`src/rtl/spike_window_decoder.sv`:
```
// Windowed spike-rate readout: counts spikes per neuron over WINDOW cycles and
// presents counts plus a winner index through a valid/ready handshake.
module spike_window_decoder #(
  parameter int unsigned WINDOW = 16,
  parameter int unsigned CNT_W  = 5
) (
  input  logic             clk,
  input  logic             reset,
  input  logic             enable,
  input  logic             spike_1,
  input  logic             spike_2,
  input  logic             spike_3,
  input  logic             spike_output,
  input  logic             result_ready,
  output logic             result_valid,
  output logic [CNT_W-1:0] count_1,
  output logic [CNT_W-1:0] count_2,
  output logic [CNT_W-1:0] count_3,
  output logic [CNT_W-1:0] count_out,
  output logic [1:0]       winner,
  output logic             saturated,
  output logic             result_missed,
  output logic             busy
);

  localparam logic [CNT_W-1:0] CntMax  = '1;
  localparam logic [CNT_W-1:0] CntOne  = CNT_W'(1);
  localparam logic [7:0]       WinLast = 8'(WINDOW - 1);

  typedef enum logic [1:0] {StIdle, StCount, StReport} state_e;

  state_e                  state_q, state_d;
  logic [7:0]              win_q, win_d;
  logic [3:0][CNT_W-1:0]   acc_q, acc_d, acc_inc;
  logic                    sat_q, sat_d, sat_inc;
  logic                    miss_q, miss_d;
  logic                    load;
  logic [1:0]              win_idx;
  logic [3:0]              spk;

  assign spk = {spike_output, spike_3, spike_2, spike_1};

  // Accumulators after this cycle's spikes, saturating at CntMax.
  always_comb begin
    sat_inc = sat_q;
    for (int i = 0; i < 4; i++) begin
      acc_inc[i] = (spk[i] && (acc_q[i] != CntMax)) ? acc_q[i] + CntOne : acc_q[i];
      if (acc_inc[i] == CntMax) sat_inc = 1'b1;
    end
  end

  // Strictly greatest input count wins; ties resolve to the lowest index.
  always_comb begin
    win_idx = 2'd0;
    if (acc_inc[0] != '0 && acc_inc[0] >= acc_inc[1] && acc_inc[0] >= acc_inc[2]) begin
      win_idx = 2'd1;
    end else if (acc_inc[1] != '0 && acc_inc[1] >= acc_inc[2]) begin
      win_idx = 2'd2;
    end else if (acc_inc[2] != '0) begin
      win_idx = 2'd3;
    end
  end

  always_comb begin
    state_d = state_q;
    win_d   = win_q;
    acc_d   = acc_q;
    sat_d   = sat_q;
    miss_d  = miss_q;
    load    = 1'b0;
    unique case (state_q)
      StIdle: begin
        acc_d = '0;
        win_d = '0;
        sat_d = 1'b0;
        if (enable) state_d = StCount;
      end
      StCount: begin
        acc_d = acc_inc;
        sat_d = sat_inc;
        win_d = win_q + 8'd1;
        if (win_q == WinLast) begin
          load    = 1'b1;
          state_d = StReport;
          acc_d   = '0;
          win_d   = '0;
          sat_d   = 1'b0;
          miss_d  = 1'b0;
        end
      end
      StReport: begin
        // Spikes here are dropped; flag them for the next window's result.
        if (|spk) miss_d = 1'b1;
        if (result_ready) state_d = enable ? StCount : StIdle;
      end
      default: state_d = StIdle;
    endcase
  end

  always_ff @(posedge clk or negedge reset) begin
    if (!reset) begin
      state_q       <= StIdle;
      win_q         <= '0;
      acc_q         <= '0;
      sat_q         <= 1'b0;
      miss_q        <= 1'b0;
      count_1       <= '0;
      count_2       <= '0;
      count_3       <= '0;
      count_out     <= '0;
      winner        <= '0;
      saturated     <= 1'b0;
      result_missed <= 1'b0;
    end else begin
      state_q <= state_d;
      win_q   <= win_d;
      acc_q   <= acc_d;
      sat_q   <= sat_d;
      miss_q  <= miss_d;
      if (load) begin
        count_1       <= acc_inc[0];
        count_2       <= acc_inc[1];
        count_3       <= acc_inc[2];
        count_out     <= acc_inc[3];
        winner        <= win_idx;
        saturated     <= sat_inc;
        result_missed <= miss_q;
      end
    end
  end

  assign result_valid = (state_q == StReport);
  assign busy         = (state_q == StCount);

endmodule

```
`config.mk`:
```
export PLATFORM = sky130hd
export DESIGN_NAME = spike_window_decoder
export DESIGN_NICKNAME = d
export VERILOG_FILES = /design/src/rtl/spike_window_decoder.sv
export SDC_FILE = /design/constraint.sdc
export NUM_CORES = 1
export LEC_CHECK = 0
export ABC_AREA = 0
export BUFFER_PORTS_ARGS = -buffer_cell sky130_fd_sc_hd__clkbuf_2
export CAP_MARGIN = 25
export CORE_MARGIN = 2
export CORE_UTILIZATION = 42
export DETAILED_ROUTE_END_ITERATION = 16
export PLACE_DENSITY = 0.61
export SYNTH_ARGS = -nofsm -noshare
export SYNTH_HDL_FRONTEND = slang
export SYNTH_SLANG_ARGS = --single-unit
```
`constraint.sdc`:
```
create_clock -name clk -period 5 [get_ports clk]
set_clock_uncertainty 0.2 [all_clocks]
set_input_delay 1.5 -clock clk [delete_from_list [all_inputs] [get_ports clk]]
set_output_delay 1.5 -clock clk [all_outputs]
set_load 0.01 [all_outputs]
```
-- After elaboration in Yosys (flattened, before gate mapping)
Cells that the tools add are included.
- register bits: 56
- word-level logic and storage cells: 81
- $add $sub $neg: 5
- order comparisons: 3
- eq/ne operators: 15
- muxes and demuxes: 27
- reduce and logical (&&, ||, !) cells: 16
- operators by type and width (cell ; count):
    $pmux W20 S2 ; 1
    $add A5 B1 Y5 const B ; 4
    $eq A5 B5 Y1 const B ; 4
    $mux W20 ; 1
    $mux W5 ; 4
    $ne A5 B5 Y1 const B ; 4
    $pmux W8 S2 ; 1
    $ge A5 B5 Y1 ; 3
    $reduce_bool A5 Y1 ; 3
    $mux W2 ; 6
    $mux W1 ; 10
    $add A8 B1 Y8 const B ; 1
    $eq A8 B4 Y1 const B ; 1
    $mux W8 ; 1
    $logic_and A1 B1 Y1 ; 7
    $pmux W2 S3 ; 1
    $reduce_and A3 Y1 ; 2
    $ne A2 B1 Y1 const B ; 2
    $ne A2 B2 Y1 const B ; 2
    $pmux W1 S2 ; 2
    $reduce_bool A2 Y1 ; 2
    $reduce_or A4 Y1 ; 1
    $eq A2 B1 Y1 const B ; 1
    $eq A2 B2 Y1 const B ; 1
    $logic_not A2 Y1 ; 1

-- Longest topological paths before layout
Gate-level depths: netlist of run 1.
- depth in word-level cells: 10
- mapped depth: 14
- gate-level depth less buffers: 13

-- Worst setup path after synthesis of run 1
Ideal clock, no wire load.
- path kind: input to register
- start point: in spike_2
- end point: reg winner[1]
- setup time: 65 ps
- arrival: 3721 ps
- data required time: 4735 ps
- slack: 1014 ps
- stages on the path: 11
- path buffers: 1
- path through: and2b_1 > buf_6 > xnor2_1 > inv_1 > ha_1 > nand2b_1 > maj3_2 > maj3_2 > maj3_2 > o211ai_2 > o221a_2
- RTL lines (element ; RTL line ; source):
    from (decl) ; 11 ; input logic spike_2,
    to (signal assigned) ; 125 ; winner <= win_idx;
    to (decl) ; 20 ; output logic [1:0] winner,

==> results of run 1 <==
## layout make-up
cell class	count	area, um2
fillers	693	3510
multi-input cells	239	1490
clock buffers	6	72.6
inverters	6	22.5
flip-flops and latches	56	1400
repair buffers	38	203
well taps	96	120
clock inverters	1	8.76
## sequential cells by signal, summed over array words and instances, names as in the netlist
| register | cells |
|---|---|
| saturated | 1 |
| acc_q | 20 |
| count_1 | 5 |
| result_missed | 1 |
| win_q | 8 |
| winner | 2 |
| count_3 | 5 |
| count_2 | 5 |
| miss_q | 1 |
| state_q | 2 |
| sat_q | 1 |
| count_out | 5 |
## cell usage after synthesis, drive strengths merged, types with 2 or more instances
cell type and n:
a32o 3, nor3 3, and3 7, xnor2 8, nand3b 4, nor4 3, inv 6, or4 2
nor2 9, dfrtp 56, nor2b 4, nand3 7, ha 13, clkbuf 11, nand4 3, o21ai 53
xor2 10, o22ai 4, a21oi 6, maj3 5, buf 3, or3 3, nand2b 6, mux2 3
nand2 60, o211ai 3, mux2i 8
## through the flow
stage / total power [mW] / util (%) / hold slack, ps
3_3_place_gp: 1.59 / 47.4 / 260
6_report: 1.84 / 48.6 / 280
5_1_grt: 2.02 / 48.6 / 311
3_5_place_dp: 1.61 / 47.4 / 268
2_1_floorplan: 1.32 / - / 239
4_1_cts: 1.85 / 48.6 / 291
## path summary, 6_finish.rpt
path                       depth (start not counted)  slack (ps)         end  startpoint
max in group asynchronous                          2        2790    acc_q[5]       reset
setup reg to reg                                  13        1360   winner[1]    acc_q[5]
hold / removal                                     2         280  count_2[1]  count_2[1]
min in group asynchronous                          1         980    win_q[4]       reset
hold reg to reg                                    2         280  count_2[1]  count_2[1]
setup / recovery                                  11        1100   winner[1]     spike_2
## power groups by stage
| stage | Clock [mW] | Sequential (mW) | Combinational, mW |
|---|---|---|---|
| floorplan | 0 | 0.806 | 0.518 |
| finish | 0.244 | 0.785 | 0.808 |
| global placement | 0 | 0.789 | 0.799 |
| global route | 0.271 | 0.813 | 0.931 |
| CTS | 0.251 | 0.786 | 0.817 |
| detailed placement | 0 | 0.794 | 0.815 |
## kinds of logic after synthesis
group / synth area share [%]
AO/OA/AOI/OAI: 14.9
XOR/XNOR: 5.29
buffers and inverters: 3.02
flip-flops: 47.0
AND/OR/NAND/NOR: 18.6
adder cells (fa/ha/maj): 7.26
multiplexers: 3.95
## layer usage
| metal | track usage, % | part of all wire (%) | vias up |
|---|---|---|---|
| li1 | - | - | 1167 |
| met1 | 26.1 | 51 | 1137 |
| met2 | 27.4 | 45 | 42 |
| met3 | 3.26 | 3.4 | 6 |
| met4 | 4.55 | 0.87 | 0 |
| met5 | 0 | 0 | - |
## critical path, stage by stage
cell,delay [ps]
clkbuf_2,100
and2b_1,240
xnor2_1,330
inv_1,80
ha_1,270
nand2b_1,150
maj3_2,310
maj3_2,310
maj3_2,310
o211ai_2,150
o221a_2,190
==> impl_results.md, run 1 <==
- Status: completed
- Final setup violation count: 0
- Full die area: 7790 um2
- CTS tree: built
- Syn avg cell area: 9.46 um2
- Synthesized cell area: 2980 um2
- Transition time of the tightest slew-check pin: 1030 ps
- Required time worst endpoint: 5050 ps
- Die Y: ~88 um
- Crit Path Class: in2reg
- Worst EP arrival: 3950 ps
- Final instance area: 3320 um2
- Fin crit share: 77.9%
- Crit path launch type: input port
- Most common cell after layout, fill and taps aside: nand2_1
- Main synth FF type: dfrtp_1
- Effective utilization at floorplan: 43.6%
- DRC: 0
- Clock Latency Late Sink: 310 ps
- Max_cap viols: 0
- Sequential fraction of the synthesis area: 47.0%
- Unique masters post-synth: 44
- PD cells: 554 nW/um2
- Most frequent cells in the layout: nand2_1, dfrtp_1, o21ai_0, clkbuf_2, ha_1
- Post-synth EDFFs: 0
- Root buf cell: clkbuf_8
- 1st-pass router iterations: 4
- Vias: 2352
- Final hold violations: 0
- Clock slew at reported path FFs: 100 ps
- Iter 0 DRT Violations: around 140
- # IOs: 34
- Vias per cell: 5.32
- Final wirelength: roughly 6.3 mm
- Int Power: 1.08 mW
- Slew Viols, Final: 0
- Total CTS buffers: 5
- Placed cells: 435
- Pre-CTS setup slack: 776 ps
- First-pass GRT wire length: 11.0 mm
- Cells after synthesis: roughly 320
- Postcts setup bufs: 0
- Crit end category: register
- Core area: 6830 um2
- Top post-synthesis cells by area: dfrtp_1, o21ai_0, nand2_1
- Wire per inst: 14.3 um
- Part of the power in registers: 42.7%
- Clock power share: 13.3%
- Clk sinks: 56
- Period minus WS final: 3900 ps
- Routability cong.: 0.794
- Dpl cell area: roughly 3200 um2
- CTS HTree Levels: 2
- Row count: 30
- GRT Resource Usage Total: 17.8%
- Detailed placer's ending HPWL: 4.58 mm
- Number of antenna diodes: 0
- CP max FO: 7
- ANT nets after route: 0
- Fraction of layout cells with a size suffix above 1: between 10% and 20%
- Post-synth top area cell: dfrtp_1
- Area Growth Syn to Fin: 11.3%
- TNS Setup: 0 ps
- Total grt overflow: 0
- Clock buffer depth: 2
- Share of the synthesized area in the top cell type: about 47%
- Max Freq: 257 MHz
- Switching power: 758 uW
- Final #Nets: 367
- Post-CTS sizing: 0
- Vias in the first global route: 2249
- Synth warnings: 0
- Cts hold-fix bufs: 0
- Max IR drop VDD: 0.248 mV
- Die X: around 90 um
- Slew HR: 31.5%
- Non-filler instance count after layout: 442
- RSZ-0062 raised after global routing: no
- Ys async rst share: 100%
- Sw Share: 41.3%
- Input/output buffers: 33
- Initial antenna violation count: 0
- Worst hold path type: reg2reg
- Largest net degree at the start of global routing: 33
- Final worst slack: ~1100 ps
- Gate power share: 44.0%
- Net Count, Synth: around 340
- FF+latch count, synth: 56
- Pleak: roughly 1.6 nW
No activity file was read; power rests on OpenSTA's default activity.
==> inputs of run 2 (changes only) <==
--- a/config.mk
+++ b/config.mk
@@ -5,13 +5,13 @@
 export SDC_FILE = /design/constraint.sdc
 export NUM_CORES = 1
 export LEC_CHECK = 0
-export ABC_AREA = 0
+export ABC_AREA = 1
 export BUFFER_PORTS_ARGS = -buffer_cell sky130_fd_sc_hd__clkbuf_2
 export CAP_MARGIN = 25
 export CORE_MARGIN = 2
 export CORE_UTILIZATION = 42
 export DETAILED_ROUTE_END_ITERATION = 16
-export PLACE_DENSITY = 0.61
+export PLACE_DENSITY = 0.63
 export SYNTH_ARGS = -nofsm -noshare
 export SYNTH_HDL_FRONTEND = slang
 export SYNTH_SLANG_ARGS = --single-unit
==> constraint.sdc (replaced) <==
create_clock -name clk -period 3.4 [get_ports clk]
set_clock_uncertainty 0.2 [all_clocks]
set_input_delay 1.02 -clock clk [delete_from_list [all_inputs] [get_ports clk]]
set_output_delay 1.02 -clock clk [all_outputs]
set_load 0.01 [all_outputs]
==> run 2 against run 1 <==
Against the previous run:
- via count increased by 16%
- critical path depth rose by 13
- combinational power increased by 100%
- utilization rose by 0.18 points
- final area is 7.1% higher
- non-clock buffer count rose by 1
- global-route usage rose by 0.61 points
- hold slack improved by 11 ps
- sequential share of layout area shrank 2.8 points
- flip-flop and latch count unchanged
- count of clock-buffer cells in the layout stayed put
- critical path type is now reg2reg
- largest power group unchanged
==> impl_results.md, run 2 <==
- Status: completed
- Ys async rst share: 100% (unchanged)
- Postcts setup bufs: 0 (unchanged)
- Max reg flops: 20 (unchanged)
- # IOs: 34 (unchanged)
- WHS Endpoint: count_1[2]
- Most common cell after layout, fill and taps aside: nand2_1
- Max Freq: 336 MHz
- Multi-input combinational cell area: 1510 um2 (+1.3%)
- RSZ-0062 raised after global routing: no
- Switching power: 1.46 mW (+93%)
- Vias per cell: 5.06 (-4.9%)
- Pre-CTS setup slack: 361 ps (-415 ps)
- Root buf cell: clkbuf_8
- Reg-to-Reg End: winner[0]
- Int Power: 1.70 mW (+57%)
- Die X: 91.2 um (+3.4%)
- DRC: 0 (unchanged)
- Top-count cell post-synth: nand2_1
- Clock slew at reported path FFs: 110 ps (about the same)
- Syn avg cell area: 7.97 um2 (-16%)
- Crit path launch type: register
- ANT nets after route: 0 (unchanged)
- Synthesized cell area: 3200 um2 (+7.2%)
- FF+latch count, synth: 56 (unchanged)
- Routability cong.: 0.889 (+12%)
- R2r worst-path depth: 24 (+11)
- Fillcell total: 760 (+9.7%)
- Cells after synthesis: 401 (+27%)
- Util after Layout: 48.7% (+0.18 points)
- Total CTS buffers: 5 (unchanged)
- 1st-pass router iterations: 4 (unchanged)
- Post-CTS sizing: 0 (unchanged)
- Final hold violations: 0 (unchanged)
- Commonest cells in the netlist: nand2_1, dfrtp_1, inv_1
- Input/output buffers: 33 (unchanged)
- CTS tree: built
- Full die area: 8320 um2 (+6.9%)
- Cts hold-fix bufs: 0 (unchanged)
- Top post-synthesis cells by area: dfrtp_1, nand2_1, inv_1
- Main synth FF type: dfrtp_1
- Max IR drop VDD: 0.353 mV (+42%)
- Gate power share: 51.6% (+7.6 points)
- Slew HR: 65.5% (+34 points)
- Hold path cells: 2 (unchanged)
- Sequential fraction of the synthesis area: 43.9% (-3.2 points)
- Sw Share: 46.2% (+5.0 points)
- PD cells: 889 nW/um2 (+61%)
- Synth warnings: 0 (unchanged)
- Core area: 7290 um2 (+6.7%)
- Vias: 2728 (+16%)
- GRT Resource Usage Total: 18.4% (+0.61 points)
- First-pass GRT wire length: 12.6 mm (+15%)
- Largest Register: acc_q
- Die Y: 91.2 um (+3.4%)
- Transition time of the tightest slew-check pin: 517 ps (-510 ps)
- Max_cap viols: 0 (unchanged)
- Largest net degree at the start of global routing: 45 (+36%)
- Wire per inst: 13.4 um (-6.3%)
- Row count: 31 (+3.3%)
- CP max FO: 10 (+3)
- Vias in the first global route: 2673 (+19%)
- Share of the synthesized area in the top cell type: 43.9% (-3.2 points)
- Clock power share: 11.9% (-1.4 points)
- Final worst slack: 423 ps (-682 ps)
- HP Start: count_1[2]
- CTS HTree Levels: 2 (unchanged)
- Area Growth Syn to Fin: 11.2% (about the same)
- Slew Viols, Final: 0 (unchanged)
- Unique masters post-synth: 29 (-34%)
- Period minus WS final: 2980 ps
- Final wirelength: 7.24 mm (+14%)
- Final #Nets: 460 (+25%)
- Fin crit share: 87.6%
- Worst EP arrival: 3040 ps (-910 ps)
- Number of antenna diodes: 0 (unchanged)
- Total grt overflow: 0 (unchanged)
- Post-synth EDFFs: 0 (unchanged)
- FF/Latch Area: 1400 um2 (unchanged)
- Iter 0 DRT Violations: 108 (-21%)
- Most frequent cells in the layout: nand2_1, dfrtp_1, inv_1, clkbuf_2, o21ai_2
- Crit end category: register
- Detailed placer's ending HPWL: 5.41 mm (+18%)
- Total Power: 3.16 mW (+72%)
- Net Count, Synth: 422 (+26%)
- Worst hold path type: reg2reg
- Clock Latency Late Sink: 310 ps (about the same)
- Crit Path Class: reg2reg
- Part of the power in registers: 36.5% (-6.2 points)
- Pleak: 1.80 nW (+16%)
- Final setup violation count: 0 (unchanged)
- Worst reg2reg startpoint: acc_q[10]
- Post-synth top area cell: dfrtp_1
- Required time worst endpoint: 3460 ps (-1590 ps)
- Initial antenna violation count: 0 (unchanged)
- Clk sinks: 56 (unchanged)
- Largest regs: acc_q: 20 flops, win_q: 8 flops
- Clock buffer depth: 2 (unchanged)
- Effective utilization at floorplan: 43.8% (+0.20 points)
- R2R Setup Slk: 420 ps (-940 ps)
- Fraction of layout cells with a size suffix above 1: 20.0% (+4.7 points)
- TNS Setup: 0 ps (unchanged)
[run 2: changes by cell type after synthesis, moves of 8 or more]
| cell | previous run | this run |
|---|---|---|
| o21ai_0 | 53 | 12 |
| nand3_1 | 7 | 20 |
| o22ai_1 | 4 | 21 |
| xnor2_1 | 8 | 0 |
| clkbuf_1 | 11 | 2 |
| o21ai_2 | 0 | 22 |
| inv_1 | 6 | 52 |
| nand2_1 | 60 | 127 |
| mux2i_1 | 8 | 0 |
[run 2: worst max-delay path by stage]
stage                   start   endpoint  slack [ps]  cells after the start
global placement      spike_3  winner[1]         440                     19
detailed placement    spike_3  winner[0]         360                     20
global route        acc_q[10]  winner[0]          90                     23
finish              acc_q[10]  winner[0]         420                     24
floorplan             spike_3  winner[1]         680                     18
CTS                 acc_q[10]  winner[1]         430                     23
[run 2: logic make-up (layout without fill, tap and decap cells)]
group / count (synthesis) / in the layout / share of synthesized area (%)
simple gates: 191 / 191 / 26.3
compound gates: 70 / 70 / 14.7
buf+inv: 67 / 106 / 8.97
flops: 56 / 56 / 43.9
fa+ha+maj: 13 / 13 / 5.09
xor+xnor: 4 / 4 / 1.10
[run 2: per-stage QoR]
step	hold slack (ps)	area, um2	cells
2_1_floorplan	249	3200	401
3_3_place_gp	264	3470	531
3_5_place_dp	269	3470	531
4_1_cts	296	3550	539
5_1_grt	319	3550	539
6_report	292	3550	539
[run 2: layout make-up]
cell class	count	share of cell area (%)
Tap cell	99	3.49
Multi-Input combinational cell	278	42.4
Sequential cell	56	39.4
Clock buffer	6	2.04
Inverter	59	6.30
Clock inverter	2	0.387
Timing Repair Buffer	39	5.92
[run 2: critical path, stage by stage, from the launching register on]
cell and delay, ps:
dfrtp_1 440, ha_1 230, nand2_1 110, nor2_1 60, ha_1 170, inv_1 60, nand2_2 130, inv_2 120
nand2_1 50, nand2_1 150, inv_1 90, ha_1 280, nor2_1 130, nand3_1 100, nand2_1 60, nand2_1 40
nand2_1 50, nand3_1 60, nand2_1 60, nand2_1 40, nand2_1 70, nand2_1 50, nand2_1 50, nand2_1 40
nand2_1 60
[run 2: layer usage]
metal  GRT usage, %  part of all wire [%]
met4           3.16                  0.64
met2           31.0                    49
met3           3.07                   3.1
met5              0                     0
met1           25.3                    48
[run 2: power groups by stage]
stage          logic [mW]  registers [mW]  clock network [mW]
6_report             1.63            1.15               0.377
5_1_grt              1.87            1.20               0.415
4_1_cts              1.64            1.16               0.389
3_5_place_dp         1.63            1.17                   0
3_3_place_gp         1.60            1.16                   0
2_1_floorplan        1.12            1.20                   0
==> inputs of run 3 (changes only) <==
--- a/config.mk
+++ b/config.mk
@@ -11,6 +11,7 @@
 export CORE_MARGIN = 2
 export CORE_UTILIZATION = 42
 export DETAILED_ROUTE_END_ITERATION = 16
+export MAX_ROUTING_LAYER = met4
 export PLACE_DENSITY = 0.63
 export SYNTH_ARGS = -nofsm -noshare
 export SYNTH_HDL_FRONTEND = slang
==> run 3 against run 2 <==
Against the previous run:
- combinational power about the same
- worst setup slack barely moved
- register-to-register slack about the same
- non-clock buffer count unchanged
- total power about the same
- utilization unchanged
==> impl_results.md, run 3 (same netlist as run 2, synthesis figures left out) <==
- PD cells: 889 nW/um2 (about the same)
- Status: completed
- Input/output buffers: 33 (unchanged)
- Worst reg2reg startpoint: acc_q[10]
- Root buf cell: clkbuf_8
- Max reg flops: 20 (unchanged)
- Most frequent cells in the layout: nand2_1, dfrtp_1, inv_1, clkbuf_2, o21ai_2
- R2R Setup Slk: 420 ps (about the same)
- Max Freq: 336 MHz (about the same)
- Reg-to-Reg End: winner[0]
- Post-CTS sizing: 0 (unchanged)
- Largest Register: acc_q
- Largest net degree at the start of global routing: 45 (unchanged)
- DRC: 0 (unchanged)
- CTS HTree Levels: 2 (unchanged)
- Cts hold-fix bufs: 0 (unchanged)
- Period minus WS final: 2980 ps (+0.334 ps)
- Max_cap viols: 0 (unchanged)
- Total grt overflow: 0 (unchanged)
- Final hold slack: 291 ps (-0.116 ps)
- Detailed placer's ending HPWL: 5.41 mm (unchanged)
- Vias in the first global route: 2668 (-0.19%)
- # IOs: 34 (unchanged)
- FF/Latch Area: 1400 um2 (unchanged)
- Final #Nets: 460 (unchanged)
- Die Y: 91.2 um (unchanged)
- Largest regs: acc_q: 20 flops, win_q: 8 flops
- Initial antenna violation count: 0 (unchanged)
- Vias per cell: 5.07 (+0.18%)
- Util after Layout: 48.7% (unchanged)
- Vias: 2733 (+0.18%)
- GRT Resource Usage Total: 18.9% (+0.54 points)
- Placed cells: 531 (unchanged)
- Routability cong.: 0.904 (+1.7%)
- ANT nets after route: 0 (unchanged)
- Wire per inst: 13.4 um (about the same)
- Crit end category: register
- Final hold violations: 0 (unchanged)
- TNS Setup: 0 ps (unchanged)
- CTS tree: built
- Fraction of layout cells with a size suffix above 1: 20.0% (unchanged)
- Transition time of the tightest slew-check pin: 518 ps (+0.783 ps)
- Worst hold path type: reg2reg
- Final setup violation count: 0 (unchanged)
- Full die area: 8320 um2 (unchanged)
- Required time worst endpoint: 3460 ps (about the same)
- Clock buffer depth: 2 (unchanged)
- Total CTS buffers: 5 (unchanged)
- Core area: 7290 um2 (unchanged)
- R2r worst-path depth: 24 (unchanged)
- Worst EP arrival: 3040 ps (about the same)
- Die X: 91.2 um (unchanged)
- Area Growth Syn to Fin: 11.2% (unchanged)
- CP max FO: 10 (unchanged)
- Clk sinks: 56 (unchanged)
- Pleak: 1.80 nW (unchanged)
- Max IR drop VDD: 0.353 mV (about the same)
- CP endpoint: winner[0]
- First-pass GRT wire length: 12.6 mm (about the same)
- Slew Viols, Final: 0 (unchanged)
- Crit Path Class: reg2reg
- Crit path launch type: register
- Number of antenna diodes: 0 (unchanged)
- Non-filler instance count after layout: 539 (unchanged)
- Slew HR: 65.5% (about the same)
- Row count: 31 (unchanged)
- RSZ-0062 raised after global routing: no
- Iter 0 DRT Violations: 117 (+8.3%)
- 1st-pass router iterations: 4 (unchanged)
- Final wirelength: 7.24 mm (about the same)
- Fin crit share: 87.6% (about the same)
- Fillcell total: 760 (unchanged)
- CP Launch Point: acc_q[10]
- Clock Latency Late Sink: 310 ps (about the same)
- Effective utilization at floorplan: 43.8% (unchanged)
- Clock slew at reported path FFs: 110 ps (about the same)
- Multi-input combinational cell area: 1510 um2 (unchanged)
- Postcts setup bufs: 0 (unchanged)
- Most common cell after layout, fill and taps aside: nand2_1
## run 3: cell counts in the layout (fill, tap and decap cells not counted)
Identical to the previous run, type by type.
## run 3: through the flow
stage	power (mW)	setup WS [ps]	area (um2)
global placement	2.76	442	3470
finish	3.16	422	3550
CTS	3.19	433	3550
floorplan	2.31	684	3200
global route	3.49	90.4	3550
detailed placement	2.80	361	3470
## run 3: cell type report
| class | count | share of cell area [%] |
|---|---|---|
| Clock buffer | 6 | 2.04 |
| Multi-Input combinational cell | 278 | 42.4 |
| Tap cell | 99 | 3.49 |
| Sequential cell | 56 | 39.4 |
| Inverter | 59 | 6.30 |
| Clock inverter | 2 | 0.387 |
| Timing Repair Buffer | 39 | 5.92 |
## run 3: worst min-delay path by stage
stage | from | endpoint | depth (start not counted)
6_report | count_1[2] | count_1[2] | 2
2_1_floorplan | sat_q | sat_q | 2
5_1_grt | count_1[3] | count_1[3] | 2
4_1_cts | count_1[2] | count_1[2] | 2
3_5_place_dp | count_3[1] | count_3[1] | 2
3_3_place_gp | count_out[1] | count_out[1] | 2
## run 3: layer usage
metal / vias up / global-route usage, % / wire (um)
met1: 1304 / 25.4 / 3450
li1: 1381 / - / -
met2: 44 / 30.9 / 3520
met3: 4 / 3.07 / 230
met4: 0 / 3.16 / 46
met5: - / - / 0
## run 3: critical path, stage by stage, from the launching register on
cell,delay (ps)
dfrtp_1,440
ha_1,230
nand2_1,110
nor2_1,60
ha_1,170
inv_1,60
nand2_2,130
inv_2,120
nand2_1,50
nand2_1,150
inv_1,90
ha_1,280
nor2_1,130
nand3_1,100
nand2_1,60
nand2_1,40
nand2_1,50
nand3_1,60
nand2_1,60
nand2_1,40
nand2_1,70
nand2_1,50
nand2_1,50
nand2_1,40
nand2_1,60
## run 3: power breakdown
| part | switching [mW] | internal [mW] | total [mW] | leakage, nW |
|---|---|---|---|---|
| registers | 0.199 | 0.955 | 1.15 | 0.663 |
| logic | 1.03 | 0.596 | 1.63 | 1.10 |
| clock network | 0.228 | 0.148 | 0.376 | 0.0456 |
